$ cat src/rtl/hdmi_video_timing_ctrl_pkg.sv
// Shared constants and types for the HDMI raster scheduler.
// Defaults describe 640x480@60 on a 25.175 MHz pixel clock.
package hdmi_timing_pkg;

    localparam int DEF_H_ACTIVE = 640;
    localparam int DEF_H_FP     = 16;
    localparam int DEF_H_SYNC   = 96;
    localparam int DEF_H_BP     = 48;
    localparam int DEF_V_ACTIVE = 480;
    localparam int DEF_V_FP     = 10;
    localparam int DEF_V_SYNC   = 2;
    localparam int DEF_V_BP     = 33;

    localparam int DEF_H_TOTAL = DEF_H_ACTIVE + DEF_H_FP + DEF_H_SYNC + DEF_H_BP;
    localparam int DEF_V_TOTAL = DEF_V_ACTIVE + DEF_V_FP + DEF_V_SYNC + DEF_V_BP;

    typedef enum logic [1:0] {
        ST_IDLE = 2'd0,
        ST_RUN  = 2'd1,
        ST_STOP = 2'd2
    } vt_state_e;

    // Shown on screen whenever an active pixel finds the source empty.
    localparam logic [23:0] UNDERFLOW_RGB = 24'hFF00FF;

endpackage

$ cat src/rtl/hdmi_video_timing_ctrl_if.sv
// Upstream pixel stream: valid/ready handshake carrying one {R,G,B} pixel per beat.
interface hdmi_video_timing_ctrl_if;

    logic        s_valid;
    logic        s_ready;
    logic [23:0] s_data;

    modport master (output s_valid, output s_data, input  s_ready);
    modport slave  (input  s_valid, input  s_data, output s_ready);

endinterface

$ cat src/rtl/hdmi_video_timing_ctrl_raster_counter.sv
// Horizontal/vertical raster position with wrap; holds while not advancing.
module hdmi_raster_counter
    import hdmi_timing_pkg::*;
#(
    parameter int H_TOTAL = DEF_H_TOTAL,
    parameter int V_TOTAL = DEF_V_TOTAL
) (
    input  logic        clk_low,
    input  logic        reset,
    input  logic        advance,
    output logic [11:0] h,
    output logic [10:0] v,
    output logic        eof
);

    localparam logic [11:0] H_LAST = 12'(H_TOTAL - 1);
    localparam logic [10:0] V_LAST = 11'(V_TOTAL - 1);

    assign eof = (h == H_LAST) && (v == V_LAST);

    always_ff @(posedge clk_low or posedge reset) begin
        if (reset) begin
            h <= '0;
            v <= '0;
        end else if (advance) begin
            if (h == H_LAST) begin
                h <= '0;
                v <= (v == V_LAST) ? '0 : v + 11'd1;
            end else begin
                h <= h + 12'd1;
            end
        end
    end

endmodule

$ cat src/rtl/hdmi_video_timing_ctrl.sv
// Raster scheduler ahead of the HDMI transceiver: sync/DE generation, pixel pull, underflow flag.
//   state   | meaning
//   ST_IDLE | raster parked at (0,0), outputs blank, no pixels pulled
//   ST_RUN  | raster advancing, enable held high
//   ST_STOP | enable dropped; finishing the current frame, then back to IDLE
module hdmi_video_timing_ctrl
    import hdmi_timing_pkg::*;
#(
    parameter int H_ACTIVE  = DEF_H_ACTIVE,
    parameter int H_FP      = DEF_H_FP,
    parameter int H_SYNC    = DEF_H_SYNC,
    parameter int H_BP      = DEF_H_BP,
    parameter int V_ACTIVE  = DEF_V_ACTIVE,
    parameter int V_FP      = DEF_V_FP,
    parameter int V_SYNC    = DEF_V_SYNC,
    parameter int V_BP      = DEF_V_BP,
    parameter bit HSYNC_POL = 1'b0,
    parameter bit VSYNC_POL = 1'b0
) (
    input  logic                      clk_low,
    input  logic                      reset,
    input  logic                      enable,
    hdmi_video_timing_ctrl_if.slave   pix,
    output logic [7:0]                red,
    output logic [7:0]                green,
    output logic [7:0]                blue,
    output logic                      hsync,
    output logic                      vsync,
    output logic                      de,
    output logic                      frame_start,
    output logic [11:0]               h_count,
    output logic [10:0]               v_count,
    output logic                      underflow,
    input  logic                      clr_underflow
);

    localparam int H_TOTAL = H_ACTIVE + H_FP + H_SYNC + H_BP;
    localparam int V_TOTAL = V_ACTIVE + V_FP + V_SYNC + V_BP;

    localparam logic [11:0] H_ACT_END = 12'(H_ACTIVE);
    localparam logic [11:0] HS_START  = 12'(H_ACTIVE + H_FP);
    localparam logic [11:0] HS_END    = 12'(H_ACTIVE + H_FP + H_SYNC);
    localparam logic [10:0] V_ACT_END = 11'(V_ACTIVE);
    localparam logic [10:0] VS_START  = 11'(V_ACTIVE + V_FP);
    localparam logic [10:0] VS_END    = 11'(V_ACTIVE + V_FP + V_SYNC);

    vt_state_e   state;
    logic [11:0] h;
    logic [10:0] v;
    logic        eof;
    logic        running;
    logic        active;
    logic        pixel_slot;
    logic        hs_on;
    logic        vs_on;

    hdmi_raster_counter #(
        .H_TOTAL (H_TOTAL),
        .V_TOTAL (V_TOTAL)
    ) u_raster (
        .clk_low (clk_low),
        .reset   (reset),
        .advance (running),
        .h       (h),
        .v       (v),
        .eof     (eof)
    );

    assign running    = (state != ST_IDLE);
    assign active     = (h < H_ACT_END) && (v < V_ACT_END);
    assign pixel_slot = running && active;
    assign hs_on      = (h >= HS_START) && (h < HS_END);
    assign vs_on      = (v >= VS_START) && (v < VS_END);

    // Ready depends only on registered state and position, never on s_valid.
    assign pix.s_ready = pixel_slot;

    always_ff @(posedge clk_low or posedge reset) begin
        if (reset) begin
            state       <= ST_IDLE;
            red         <= '0;
            green       <= '0;
            blue        <= '0;
            de          <= 1'b0;
            hsync       <= ~HSYNC_POL;
            vsync       <= ~VSYNC_POL;
            frame_start <= 1'b0;
            h_count     <= '0;
            v_count     <= '0;
            underflow   <= 1'b0;
        end else begin
            unique case (state)
                ST_IDLE: if (enable) state <= ST_RUN;
                ST_RUN:  if (!enable) state <= ST_STOP;
                ST_STOP: begin
                    if (enable)   state <= ST_RUN;
                    else if (eof) state <= ST_IDLE;
                end
                default: state <= ST_IDLE;
            endcase

            // The raster never stalls: an empty source gets the underflow colour instead.
            if (pixel_slot) begin
                de                  <= 1'b1;
                {red, green, blue}  <= pix.s_valid ? pix.s_data : UNDERFLOW_RGB;
            end else begin
                de                  <= 1'b0;
                {red, green, blue}  <= '0;
            end

            hsync       <= hs_on ? HSYNC_POL : ~HSYNC_POL;
            vsync       <= vs_on ? VSYNC_POL : ~VSYNC_POL;
            frame_start <= running && (h == '0) && (v == '0);
            h_count     <= h;
            v_count     <= v;

            if (pixel_slot && !pix.s_valid) underflow <= 1'b1;
            else if (clr_underflow)         underflow <= 1'b0;
        end
    end

endmodule

$ cat src/flat_wrapper.sv
// flat-port wrapper written by rule: the top's interface ports become plain ports
module hdmi_video_timing_ctrl_flat import hdmi_timing_pkg::*;
#(
    parameter int H_ACTIVE  = DEF_H_ACTIVE,
    parameter int H_FP      = DEF_H_FP,
    parameter int H_SYNC    = DEF_H_SYNC,
    parameter int H_BP      = DEF_H_BP,
    parameter int V_ACTIVE  = DEF_V_ACTIVE,
    parameter int V_FP      = DEF_V_FP,
    parameter int V_SYNC    = DEF_V_SYNC,
    parameter int V_BP      = DEF_V_BP,
    parameter bit HSYNC_POL = 1'b0,
    parameter bit VSYNC_POL = 1'b0
)
  (clk_low, reset, enable, red, green, blue, hsync, vsync, de, frame_start, h_count, v_count, underflow, clr_underflow, pix_s_valid, pix_s_data, pix_s_ready);
  hdmi_video_timing_ctrl_if pix_i ();
  input  logic clk_low;
  input  logic reset;
  input  logic enable;
  output logic [7:0] red;
  output logic [7:0] green;
  output logic [7:0] blue;
  output logic hsync;
  output logic vsync;
  output logic de;
  output logic frame_start;
  output logic [11:0] h_count;
  output logic [10:0] v_count;
  output logic underflow;
  input  logic clr_underflow;
  input wire logic [$bits(pix_i.s_valid)-1:0] pix_s_valid;
  input wire logic [$bits(pix_i.s_data)-1:0] pix_s_data;
  output wire logic [$bits(pix_i.s_ready)-1:0] pix_s_ready;
  assign pix_i.s_valid = pix_s_valid;
  assign pix_i.s_data = pix_s_data;
  assign pix_s_ready = pix_i.s_ready;
  hdmi_video_timing_ctrl #(.H_ACTIVE(H_ACTIVE), .H_FP(H_FP), .H_SYNC(H_SYNC), .H_BP(H_BP), .V_ACTIVE(V_ACTIVE), .V_FP(V_FP), .V_SYNC(V_SYNC), .V_BP(V_BP), .HSYNC_POL(HSYNC_POL), .VSYNC_POL(VSYNC_POL)) u_core (.clk_low(clk_low), .reset(reset), .enable(enable), .pix(pix_i), .red(red), .green(green), .blue(blue), .hsync(hsync), .vsync(vsync), .de(de), .frame_start(frame_start), .h_count(h_count), .v_count(v_count), .underflow(underflow), .clr_underflow(clr_underflow));
endmodule
$ cat config.mk
export PLATFORM = sky130hd
export DESIGN_NAME = hdmi_video_timing_ctrl_flat
export DESIGN_NICKNAME = d
export VERILOG_FILES = /design/src/rtl/hdmi_video_timing_ctrl_pkg.sv /design/src/rtl/hdmi_video_timing_ctrl_if.sv /design/src/rtl/hdmi_video_timing_ctrl_raster_counter.sv /design/src/rtl/hdmi_video_timing_ctrl.sv /design/src/flat_wrapper.sv
export SDC_FILE = /design/constraint.sdc
export NUM_CORES = 1
export LEC_CHECK = 0
export CAP_MARGIN = 10
export CORE_MARGIN = 2
export CORE_UTILIZATION = 51
export CTS_CLUSTER_DIAMETER = 100
export DETAILED_ROUTE_END_ITERATION = 6
export PLACE_DENSITY = 0.84
export SETUP_SLACK_MARGIN = 0.1
export SLEW_MARGIN = 10
export SYNTH_ARGS = -nofsm -noshare
export SYNTH_HDL_FRONTEND = slang
export SYNTH_SLANG_ARGS = --single-unit
$ cat constraint.sdc
create_clock -name clk_low -period 4.4 [get_ports clk_low]
set_clock_uncertainty 0.1 [all_clocks]
set_input_delay 0.44 -clock clk_low [delete_from_list [all_inputs] [get_ports clk_low]]
set_output_delay 0.44 -clock clk_low [all_outputs]
set_load 0.005 [all_outputs]
Yosys cells after proc, flatten, opt, wreduce, memory -nomap -nowiden
Index checks and enable logic that the tools add are counted.
Widths: inputs -> output; s select.
{"block": "totals", "inputBits": 29, "regBits": 77}
{"block": "classes", "n_lt_le_gt_ge": 6, "add_sub_neg": 2, "reduce_logical": 16, "muxes": 16, "n_eq_ne": 7}
{"cell": "$lt 12x10->1 const B", "n": 2}
{"cell": "$mux 24", "n": 1}
{"cell": "$mux 8", "n": 3}
{"cell": "$lt 11x9->1 const B", "n": 2}
{"cell": "$add 12x1->12 const B", "n": 1}
{"cell": "$eq 12x10->1 const B", "n": 1}
{"cell": "$ge 12x10->1 const B", "n": 1}
{"cell": "$logic_not 12->1", "n": 1}
{"cell": "$mux 12", "n": 1}
{"cell": "$add 11x1->11 const B", "n": 1}
{"cell": "$eq 11x10->1 const B", "n": 1}
{"cell": "$ge 11x9->1 const B", "n": 1}
{"cell": "$logic_not 11->1", "n": 1}
{"cell": "$mux 11", "n": 1}
{"cell": "$logic_and 1x1->1", "n": 8}
{"cell": "$mux 2", "n": 4}
{"cell": "$pmux 2 s3", "n": 1}
{"cell": "$mux 1", "n": 5}
{"cell": "$ne 2x2->1 const B", "n": 2}
{"cell": "$reduce_bool 2->1", "n": 2}
{"cell": "$ne 3x2->1 const B", "n": 1}
{"cell": "$reduce_and 3->1", "n": 1}
{"cell": "$eq 2x1->1 const B", "n": 1}
{"cell": "$eq 2x2->1 const B", "n": 1}
{"cell": "other kinds (3)", "n": 3}

Logic depth before layout (Yosys ltp)
{"block": "logic_depth", "word_depth": 5, "depth_mapped": 6, "mapped_depth_nobuf": 6}

Hierarchy
From an unflattened synthesis, not the netlist that was laid out.
{"block": "hier_totals", "hier_cells": 267, "hier_area_um2": 3188.1}
{"module": "hdmi_video_timing_ctrl", "area_each_um2": 1919.3, "cells_per_inst": 139, "seq_area_each_um2": 1353.8, "instances": 1}
{"module": "hdmi_raster_counter", "area_each_um2": 1268.7, "cells_per_inst": 128, "seq_area_each_um2": 575.6, "instances": 1}

Worst setup path before layout
No wires, ideal clock.
{"block": "synth_timing", "path_kind": "register -> output", "from": "register u_core.u_raster.h[8]", "to": "output pix_s_ready", "path_slack_ns": 2.606, "t_required_ns": 3.860, "t_arrival_ns": 1.254, "path_stages_with_launch": 5, "cell_sequence": "dfrtp_1 buf_2 or4_4 nand4_4 inv_2"}
{"block": "synth_between", "elab_chain_len": 3}
{"element": "start: declaration", "line": "hdmi_video_timing_ctrl_raster_counter.sv:11", "rtl": "output logic [11:0] h,"}
{"element": "start signal: assignment", "line": "hdmi_video_timing_ctrl_raster_counter.sv:30", "rtl": "h <= h + 12'd1;"}
{"element": "$lt 12x10->1", "line": "hdmi_video_timing_ctrl.sv:70", "rtl": "assign active = (h < H_ACT_END) && (v < V_ACT_END);"}
{"element": "$logic_and 1x1->1", "line": "hdmi_video_timing_ctrl.sv:70"}
{"element": "$logic_and 1x1->1", "line": "hdmi_video_timing_ctrl.sv:71", "rtl": "assign pixel_slot = running && active;"}
{"element": "end: declaration", "line": "flat_wrapper.sv:33", "rtl": "output wire logic [$bits(pix_i.s_ready)-1:0] pix_s_ready;"}
Every way passes these cells.

Worst setup path after layout
{"block": "layout_timing", "from": "register u_core.u_raster.h[9]", "to": "output pix_s_ready"}
Same word-level chain as after synthesis.

==> flow_metrics.env <==
export IMPL_final_area_sq_um=4100
export IMPL_final_max_slew_violation_count=0
export IMPL_grt_usage_pct=21.5
export IMPL_synth_edf_count=0
export IMPL_cts_max_path_buffers=2
export IMPL_start_kind="register"
export IMPL_grt_pass1_vias=2071
export IMPL_ys_ff_latch=77
export IMPL_dieHeight_um=80.9
export IMPL_post_route_period_util_pct=65.2
export IMPL_worstPathArrival_ns=2.33
export IMPL_worstHoldStart="u_core.u_raster.v[0]"
export IMPL_overflow=0
export IMPL_area_growth_pct=35.9
export IMPL_cp_end_kind="output port"
export IMPL_cts_resized=0
export IMPL_post_cts_buffers=0
export IMPL_fin_tns_setup_ns=0
export IMPL_worst_pin_slew_ns=0.998
export IMPL_period_needed_ns=2.87
export IMPL_routed_wl_um=6740
export IMPL_postRouteAntennaNets=0
export IMPL_clkPwrFrac_pct=32.5
export IMPL_detail_route_drc_violations=0
export IMPL_cts_tree="built"
export IMPL_clkSinkCount=77
export IMPL_start_util_pct=51.9
export IMPL_yosysWarnings=0
export IMPL_firstDrtPassIters=4
export IMPL_async_reset_ff_share_pct=100
export IMPL_power_frac_seq_pct=51.2
export IMPL_maxCapViolations=0
export IMPL_post_drt_wl_per_cell_um=16.3
export IMPL_core_rowCount=28
export IMPL_path_max_fanout=18
export IMPL_p_leak_nw=1.91
export IMPL_dp_hpwl_um=4720
export IMPL_rrSetupSlack_ns=2.39
export IMPL_drt_iter0_drc=153
export IMPL_worst_ir_drop_vdd_v=0.000206
export IMPL_r2r_start="u_core.u_raster.v[0]"
export IMPL_hold_depth=0
export IMPL_clk_latency_ns=0.35
export IMPL_worst_r2r_endpoint="u_core.u_raster.v[0]"
export IMPL_combinationalPowerShare_pct=16.3
export IMPL_grt_max_degree=52
export IMPL_h_tree_depth=3
export IMPL_drive_above_1_share_pct=10.7
export IMPL_place_congestion=0.867
export IMPL_fillers=407
export IMPL_die_w_um=80.9
export IMPL_critical_path_class="reg2out"
export IMPL_setup_viol=0
export IMPL_numCtsBuffers=9
export IMPL_rsz0062_at_grt="false"
export IMPL_synth_distinct_cells=46
export IMPL_yosysSeqAreaShare_pct=64.0
export IMPL_synthCells=248
export IMPL_yosys_most_used_dff="dfrtp_1"
export IMPL_grt_pass1_wl_um=10300
export IMPL_worstPathRequired_ns=3.86
export IMPL_clkSlewWorstSetupHoldPaths_ns=0.08
export IMPL_io_pins=82
export IMPL_slew_headroom_pct=33.3
export IMPL_die_area_sq_um=6550
export IMPL_syn_cell_area_sq_um=3020
export IMPL_avgViaCountPerCell=5.41
export IMPL_status="completed"
export IMPL_reg2regPathDepth=6
export IMPL_routed_via_count=2233
export IMPL_placed_area_sq_um=3890
export IMPL_syn_area_per_cell_sq_um=12.2
export IMPL_switching_share_pct=26.8
export IMPL_hold_path_end="u_core.v_count[0]"
export IMPL_finalHoldViolCount=0
export IMPL_fin_nets=366
export IMPL_p_switching_mw=0.450
export IMPL_antenna_found_initial=0
export IMPL_hold_buffers=0
export IMPL_min_path_type="reg2reg"
export IMPL_p_int_mw=1.23
export IMPL_diodes=0
export IMPL_ctsRootBufferMaster="clkbuf_8"
export IMPL_synth_nets=281
export IMPL_io_buffer_count=81
export IMPL_coreArea_sq_um=5820
export IMPL_powerDensity_nw_per_um2=410
export IMPL_fmax_mhz=348
## layout make-up
class	count	area, sq um	share of cell area [%]
flip-flops and latches	77	1930	47.1
multi-input cells	139	960	23.4
repair buffers	82	818	20.0
clock buffers	10	138	3.36
well taps	75	93.8	2.29
inverters	24	90.1	2.20
clock inverters	6	70.1	1.71
## logic make-up (layout without fill, tap and decap cells)
family	count (synthesis)	count (layout)	synth area share (%)
flip-flops	77	77	64.0
AND/OR/NAND/NOR	75	75	16.6
AO/OA/AOI/OAI	48	48	9.87
buffers and inverters	32	122	4.23
XOR/XNOR	9	9	2.61
adder cells (fa/ha/maj)	4	4	1.66
multiplexers	3	3	1.08
## cells in the final DEF (no fill, tap or decap), types with 3 or more instances in the layout
master	netlist	routed
a22o_1	7	7
clkinvlp_4	0	3
xnor2_1	7	7
nor2_1	10	10
o21ai_0	11	11
nand4_1	4	4
ha_1	4	4
a21o_1	5	5
clkbuf_8	0	10
nor3_1	10	10
clkdlybuf4s50_1	0	81
dfrtp_1	75	75
nand3_1	8	8
nand2_1	10	10
a21oi_1	18	18
and3_1	10	10
inv_1	23	22
nor2b_1	3	3
## worst max path at each step
stage	startpoint	end	slack, ns	depth (start not counted)
floorplan	reset	u_core.blue[0]	1.90	1
global route	u_core.u_raster.h[9]	pix_s_ready	1.39	4
CTS	u_core.u_raster.h[9]	pix_s_ready	1.51	4
finish	u_core.u_raster.h[9]	pix_s_ready	1.53	4
global placement	u_core.u_raster.h[9]	pix_s_ready	1.99	4
detailed placement	u_core.u_raster.h[9]	pix_s_ready	1.92	4
## cell usage after synthesis, types with 2 or more instances
| cell | count | area share, % |
|---|---|---|
| a21o_1 | 5 | 1.2 |
| o2111ai_1 | 2 | 0.58 |
| nand4_1 | 4 | 0.83 |
| and4b_1 | 2 | 0.66 |
| nand3_1 | 8 | 1.3 |
| mux2_2 | 2 | 0.75 |
| o21ai_0 | 11 | 1.8 |
| a22o_1 | 7 | 2.0 |
| inv_1 | 23 | 2.9 |
| nor2_2 | 2 | 0.41 |
| xnor2_1 | 7 | 2.0 |
| buf_2 | 4 | 0.66 |
| ha_1 | 4 | 1.7 |
| a21oi_1 | 18 | 3.0 |
| nor3_1 | 10 | 1.7 |
| dfstp_2 | 2 | 1.7 |
| dfrtp_1 | 75 | 62 |
| xor2_1 | 2 | 0.58 |
| clkbuf_1 | 2 | 0.25 |
| nor3_2 | 2 | 0.66 |
| nor2_1 | 10 | 1.2 |
| clkbuf_2 | 2 | 0.33 |
| and3_1 | 10 | 2.1 |
| nand2_1 | 10 | 1.2 |
| nor2b_1 | 3 | 0.62 |
## worst max-delay path: stages (launching register included)
cell,delay [ns]
dfrtp_1,0.48
a211oi_1,0.40
nand4_4,0.32
inv_2,0.24
clkdlybuf4s50_1,0.54
## metrics by stage
step	std cells	util, %	hold WS [ns]	setup slack, ns	power [mW]
after floorplan	248	-	0.249	1.90	0.984
after global placement	397	66.9	0.339	1.99	1.14
after detailed placement	397	66.9	0.346	1.92	1.15
after CTS	413	70.5	0.366	1.51	1.69
after global routing	413	70.5	0.398	1.39	1.76
final	413	70.5	0.367	1.53	1.68
## registers in the layout, summed over array words and instances (netlist names)
signal              flops
u_core.h_count         12
u_core.u_raster.h      12
u_core.u_raster.v      11
u_core.v_count         11
u_core.blue             8
u_core.green            8
u_core.red              8
u_core.state            2
u_core.de               1
u_core.frame_start      1
u_core.hsync            1
u_core.underflow        1
u_core.vsync            1
## layer usage
layer / share of wire, % / routed length, um / global-route usage [%] / vias to the layer above
met2: 50 / 3380 / 36.8 / 84
met5: 0 / 0 / 0 / -
met4: 1.4 / 95 / 9.15 / 0
met1: 40 / 2700 / 25.2 / 1106
li1: - / - / - / 1034
met3: 8.5 / 570 / 6.44 / 9
## power by group through the flow
stage	clock network [mW]	logic [mW]	registers, mW
floorplan	0	0.132	0.852
global placement	0	0.267	0.872
detailed placement	0	0.275	0.875
CTS	0.551	0.278	0.860
global route	0.589	0.299	0.871
finish	0.546	0.275	0.860
(Power assumes the default switching activity.)
==> RTL change 1: new RTL, same flow settings <==
Encoding of `vt_state_e`: now one-hot (3 bits for 3 states).
--- a/src/rtl/hdmi_video_timing_ctrl_pkg.sv
+++ b/src/rtl/hdmi_video_timing_ctrl_pkg.sv
@@ -14,10 +14,10 @@
     localparam int DEF_H_TOTAL = DEF_H_ACTIVE + DEF_H_FP + DEF_H_SYNC + DEF_H_BP;
     localparam int DEF_V_TOTAL = DEF_V_ACTIVE + DEF_V_FP + DEF_V_SYNC + DEF_V_BP;
 
-    typedef enum logic [1:0] {
-        ST_IDLE = 2'd0,
-        ST_RUN  = 2'd1,
-        ST_STOP = 2'd2
+    typedef enum logic [2:0] {
+        ST_IDLE = 3'b001,
+        ST_RUN  = 3'b010,
+        ST_STOP = 3'b100
     } vt_state_e;
 
     // Shown on screen whenever an active pixel finds the source empty.
Function: same outputs for any inputs over 10 cycles, from zero or initial values and one cycle with reset high; not proved beyond that.
==> RTL change 1 against the original RTL <==
Setup slack got worse by 0.39 ns; wire length fell by 8.2%; cell count rose by 0.48%; largest cell class unchanged; sequential cell count rose by 1; critical endpoint unchanged; area after synthesis barely moved; design area fell by 0.73%; fmax fell by 12%.
Power is not compared: it rests on default switching activity, and its combinational part moved more than twofold at a synthesized area within 25%.
==> RTL change 1: results (changes against the original RTL) <==
Route
  – Number of vias after detailed routing: 2,163 (was 2,233)
  – Average wire per cell in the routed design: 14.9 um (was 16.3 um)
  – Iteration-0 DRC Markers: 113 (was 153)
  – Final wirelength: 6.19 mm (was 6.74 mm)
  – Antenna-violating nets left: 0 (unchanged)

Power
  – Power per standard cell area: 521 nW/um^2
  – Internal Dissipation: 1.51 mW
  – Power Combinational: 618 uW
  – Pleak: 1.88 nW

Worst setup path
  – CP peak stage delay: 0.71 ns (was 0.54 ns)
  – Slowest cell on crit path: sky130_fd_sc_hd__or4_4 (was sky130_fd_sc_hd__clkdlybuf4s50_1)
  – Arrival time at the worst endpoint: 2.72 ns (was 2.33 ns)
  – Top cell family by delay on the critical path: simple AND/OR/NAND/NOR gates (was buffers and inverters)

Place
  – Final RePlAce weighted congestion: 0.856 (was 0.867)
  – Number of placed instances, taps included: 399 (was 397)
  – Post-Place Cell Area: 3870 um^2 (was 3890 um^2)
  – IO Port Bufs: 81 (unchanged)
  – Worst slack at placement: 1.50 ns (was 1.92 ns)
  – Post-detail-place hpwl: 4.33 mm (was 4.72 mm)

Global routing
  – Largest net degree at the start of global routing: 41 (was 52)
  – Global-route wire length before repair: 9.69 mm (was 10.3 mm)
  – Total global-route track usage: 19.7% (was 21.5%)
  – Via count of the first global-routing pass: 2,006 (was 2,071)
  – Antenna violations before repair: 0 (unchanged)

Logic synthesis
  – Synth cell types: 35 (was 46)
  – Ranking of synthesized cells by area: sky130_fd_sc_hd__dfrtp_1, sky130_fd_sc_hd__inv_1, sky130_fd_sc_hd__a21oi_2, sky130_fd_sc_hd__xnor2_1, sky130_fd_sc_hd__and3_1 (was sky130_fd_sc_hd__dfrtp_1, sky130_fd_sc_hd__a21oi_1, sky130_fd_sc_hd__inv_1, sky130_fd_sc_hd__and3_1, sky130_fd_sc_hd__a22o_1)
  – Average footprint of a synthesized cell: 12.0 um^2 (was 12.2 um^2)
  – List of most frequent post-synthesis cells: sky130_fd_sc_hd__dfrtp_1, sky130_fd_sc_hd__inv_1, sky130_fd_sc_hd__and3_1, sky130_fd_sc_hd__nand3_1 (was sky130_fd_sc_hd__dfrtp_1, sky130_fd_sc_hd__inv_1, sky130_fd_sc_hd__a21oi_1)
  – Sequential fraction of the synthesis area: 64.9% (was 64.0%)
  – Post-Synthesis Net Count: 285 (was 281)

Final layout
  – Fill count: 444 (was 407)
  – Fraction of final layout cells sized beyond drive strength 1: 10.3% (was 10.7%)
  – Share of the core filled with cells: 70.0% (was 70.5%)
  – Net count, final: 368 (was 366)

Clock tree
  – Number of setup buffers added after CTS: 0 (unchanged)

Timing
  – Slew @ Worst Pin: 0.983 ns (was 0.998 ns)

Outcome
  – Status: finished clean (unchanged)
RTL change 1: cell count changes after synthesis, sizes merged, moves of 3 or more:
| cell | delta |
|---|---|
| nor2b | -3 |
| nor3 | -6 |
| and4 | +4 |
| a22o | -7 |
| nand4 | +7 |
| a21o | -5 |
| xnor2 | +3 |
| nand3 | +4 |
RTL change 1: worst paths after layout:
path	startpoint	to	slack [ns]	cells past startpoint
worst max-delay path	u_core.state[0]	pix_s_ready	1.14	5
worst max register to register	u_core.state[0]	u_core.u_raster.v[4]	2.07	4
worst min-delay path	u_core.u_raster.h[11]	u_core.h_count[11]	0.34	0
min in group asynchronous	reset	u_core.v_count[6]	0.47	2
worst min register to register	u_core.u_raster.h[11]	u_core.h_count[11]	0.34	0
max in group asynchronous	reset	u_core.state[0]	2.72	3
RTL change 1: final cells by class:
cell class	count	share of cell area, %
clock buffer	10	3.38
clock inverter	6	1.51
inverter	25	2.34
multi-input combinational	139	22.3
sequential	78	48.1
tap	75	2.31
timing repair buffer	82	20.1
RTL change 1: routing by layer:
| layer | part of all wire (%) | global-route usage (%) | vias up |
|---|---|---|---|
| met5 | 0 | 0 | - |
| met3 | 8.0 | 3.89 | 9 |
| met2 | 45 | 31.0 | 86 |
| li1 | - | - | 1035 |
| met1 | 46 | 26.9 | 1033 |
| met4 | 1.4 | 8.14 | 0 |
RTL change 1: cell families (layout without fill, tap and decap cells):
kind of cell	Yosys count	after routing	synth area share [%]
compound gates	35	35	7.47
simple gates	84	84	16.2
xor+xnor	14	14	4.07
fa+ha+maj	4	4	1.66
mux	2	2	0.705
flops	78	78	64.9
buf+inv	35	123	5.06
==> RTL change 2: new RTL, config.mk and constraints unchanged <==
Without the edit above. `HSYNC_POL` is set to 1'b0 in 2 places; all go to 1'b1.
--- a/src/rtl/hdmi_video_timing_ctrl.sv
+++ b/src/rtl/hdmi_video_timing_ctrl.sv
@@ -14,7 +14,7 @@
     parameter int V_FP      = DEF_V_FP,
     parameter int V_SYNC    = DEF_V_SYNC,
     parameter int V_BP      = DEF_V_BP,
-    parameter bit HSYNC_POL = 1'b0,
+    parameter bit HSYNC_POL = 1'b1,
     parameter bit VSYNC_POL = 1'b0
 ) (
     input  logic                      clk_low,
--- a/src/flat_wrapper.sv
+++ b/src/flat_wrapper.sv
@@ -9,7 +9,7 @@
     parameter int V_FP      = DEF_V_FP,
     parameter int V_SYNC    = DEF_V_SYNC,
     parameter int V_BP      = DEF_V_BP,
-    parameter bit HSYNC_POL = 1'b0,
+    parameter bit HSYNC_POL = 1'b1,
     parameter bit VSYNC_POL = 1'b0
 )
   (clk_low, reset, enable, red, green, blue, hsync, vsync, de, frame_start, h_count, v_count, underflow, clr_underflow, pix_s_valid, pix_s_data, pix_s_ready);
Check against the original RTL: not equivalent (Yosys sat finds a counterexample within 4 cycles, from zero or initial values and one cycle with reset high).
==> RTL change 2 against the original RTL <==
Worst hold slack lost 0.022 ns; critical endpoint unchanged; wire length shrank 8.5%; power shrank 4.8%; setup slack lost 0.21 ns; count of clock-buffer cells in the layout grew 6; design area shrank 2.9%; area after synthesis shrank 2.9%; sequential cell count is the same; global-route usage shrank 0.26 points.
==> RTL change 2: results (changes against the original RTL) <==
Clock tree
  – Number of setup buffers added after CTS: 0 (unchanged)
  – Number of clock buffers inserted by TritonCTS: 9 (unchanged)
  – Master cell of the clock root buffer: sky130_fd_sc_hd__clkbuf_8 (unchanged)
  – Insertion delay of the later-clocked pin in the worst-skew pair: 0.34 ns
  – Maximum level of the CTS H-tree: 3 (unchanged)

Route
  – Topmost layer with routed signal wires: met4 (unchanged)
  – Detail-routed via count per cell: 5.21 (was 5.41)
  – Detailed-routing wirelength on met1: 2.65 mm (was 2.70 mm)
  – Iteration-0 DRC Markers: 106 (was 153)
  – Metal2 WL: 2.94 mm (was 3.38 mm)
  – Final wirelength: 6.17 mm (was 6.74 mm)
  – Routed length on met3: 496 um (was 570 um)

Global routing
  – Global-route wire length before repair: 10.1 mm (was 10.3 mm)
  – Antenna violations before repair: 0 (unchanged)
  – Total global-route track usage: 21.2% (was 21.5%)
  – Largest net degree at the start of global routing: 54 (was 52)

Logic synthesis
  – List of most frequent post-synthesis cells: sky130_fd_sc_hd__dfrtp_1, sky130_fd_sc_hd__inv_1, sky130_fd_sc_hd__and3_1 (was sky130_fd_sc_hd__dfrtp_1, sky130_fd_sc_hd__inv_1, sky130_fd_sc_hd__a21oi_1)
  – Sequential fraction of the synthesis area: 65.9% (was 64.0%)
  – Ranking of synthesized cells by area: sky130_fd_sc_hd__dfrtp_1, sky130_fd_sc_hd__inv_1, sky130_fd_sc_hd__a21oi_2, sky130_fd_sc_hd__and3_1, sky130_fd_sc_hd__xnor2_1 (was sky130_fd_sc_hd__dfrtp_1, sky130_fd_sc_hd__a21oi_1, sky130_fd_sc_hd__inv_1, sky130_fd_sc_hd__and3_1, sky130_fd_sc_hd__a22o_1)
  – Synth cell types: 47 (was 46)
  – Post-Synthesis Net Count: 263 (was 281)

Power
  – Worst VDD drop: 275 uV (was 206 uV)
  – Pleak: 1.88 nW (was 1.91 nW)

Final layout
  – Fraction of final layout cells sized beyond drive strength 1: 10.9% (was 10.7%)
  – Largest regs: u_core.h_count (12), u_core.u_raster.h (12) (unchanged)
  – Net count, final: 349 (was 366)
  – Ant diodes: 0 (unchanged)

Place
  – Post-detail-place hpwl: 4.38 mm (was 4.72 mm)
  – Worst slack at placement: 1.68 ns (was 1.92 ns)
  – Final RePlAce weighted congestion: 0.804 (was 0.867)

Timing
  – Slew HR: 30.8% (was 33.3%)
  – Number of endpoints with negative hold slack in the final report: 0 (unchanged)

Outcome
  – Status: finished clean (unchanged)

Worst setup path
  – Arrival time at the worst endpoint: 2.54 ns (was 2.33 ns)

Min path
  – Type of the most critical hold path: reg -> reg (unchanged)
RTL change 2: report_power, final:
group	switching (mW)	internal, mW	total [mW]
clock network	0.230	0.268	0.498
logic	0.103	0.153	0.256
registers	0.0620	0.784	0.846
total	0.395	1.20	1.60
RTL change 2: worst paths after layout:
check / start / cells after the start / slack [ns] / endpoint
hold reg to reg: u_core.u_raster.h[0] / 0 / 0.35 / u_core.h_count[0]
min in group asynchronous: reset / 2 / 0.57 / u_core.v_count[6]
setup reg to reg: u_core.u_raster.h[1] / 5 / 2.18 / u_core.u_raster.v[7]
hold / removal: u_core.u_raster.h[0] / 0 / 0.35 / u_core.h_count[0]
max in group asynchronous: reset / 3 / 2.69 / u_core.vsync
setup / recovery: u_core.u_raster.v[5] / 5 / 1.32 / pix_s_ready
RTL change 2: logic make-up after synthesis:
group           count (synthesis)  synth area share (%)
flops                          77                  65.9
fa+ha+maj                       4                  1.71
simple gates                   64                  13.8
buf+inv                        33                  4.87
mux                             2                 0.684
xor+xnor                       13                  3.89
compound gates                 37                  9.19
RTL change 2: per-stage QoR:
stage	instances	hold slack [ns]	util, %	power [mW]	cell area [um^2]
floorplan	230	0.253	-	0.962	2930
global placement	377	0.322	68.4	1.11	3790
detailed placement	377	0.330	68.4	1.12	3790
CTS	393	0.346	71.9	1.62	3980
global route	393	0.355	71.9	1.68	3980
finish	393	0.345	71.9	1.60	3980
RTL change 2: area by class of cell:
class                      instances  area [um^2]
inverter                          26         97.6
multi-input combinational        120          857
tap                               72         90.1
timing repair buffer              82          818
clock buffer                      16          190
sequential                        77         1930
fill                             389         1560
RTL change 2: layer usage:
layer,GRT usage (%),up-vias
met4,9.15,0
met3,5.09,9
li1,-,964
met1,28.3,994
met2,33.5,82
met5,0,-
RTL change 2: worst reg2reg max path, cell delays in order, from the launching register on:
cell	delay (ns)
sky130_fd_sc_hd__dfrtp_1	0.41
sky130_fd_sc_hd__ha_1	0.23
sky130_fd_sc_hd__and4_1	0.30
sky130_fd_sc_hd__and4_1	0.68
sky130_fd_sc_hd__nand4_1	0.20
sky130_fd_sc_hd__xnor2_1	0.18
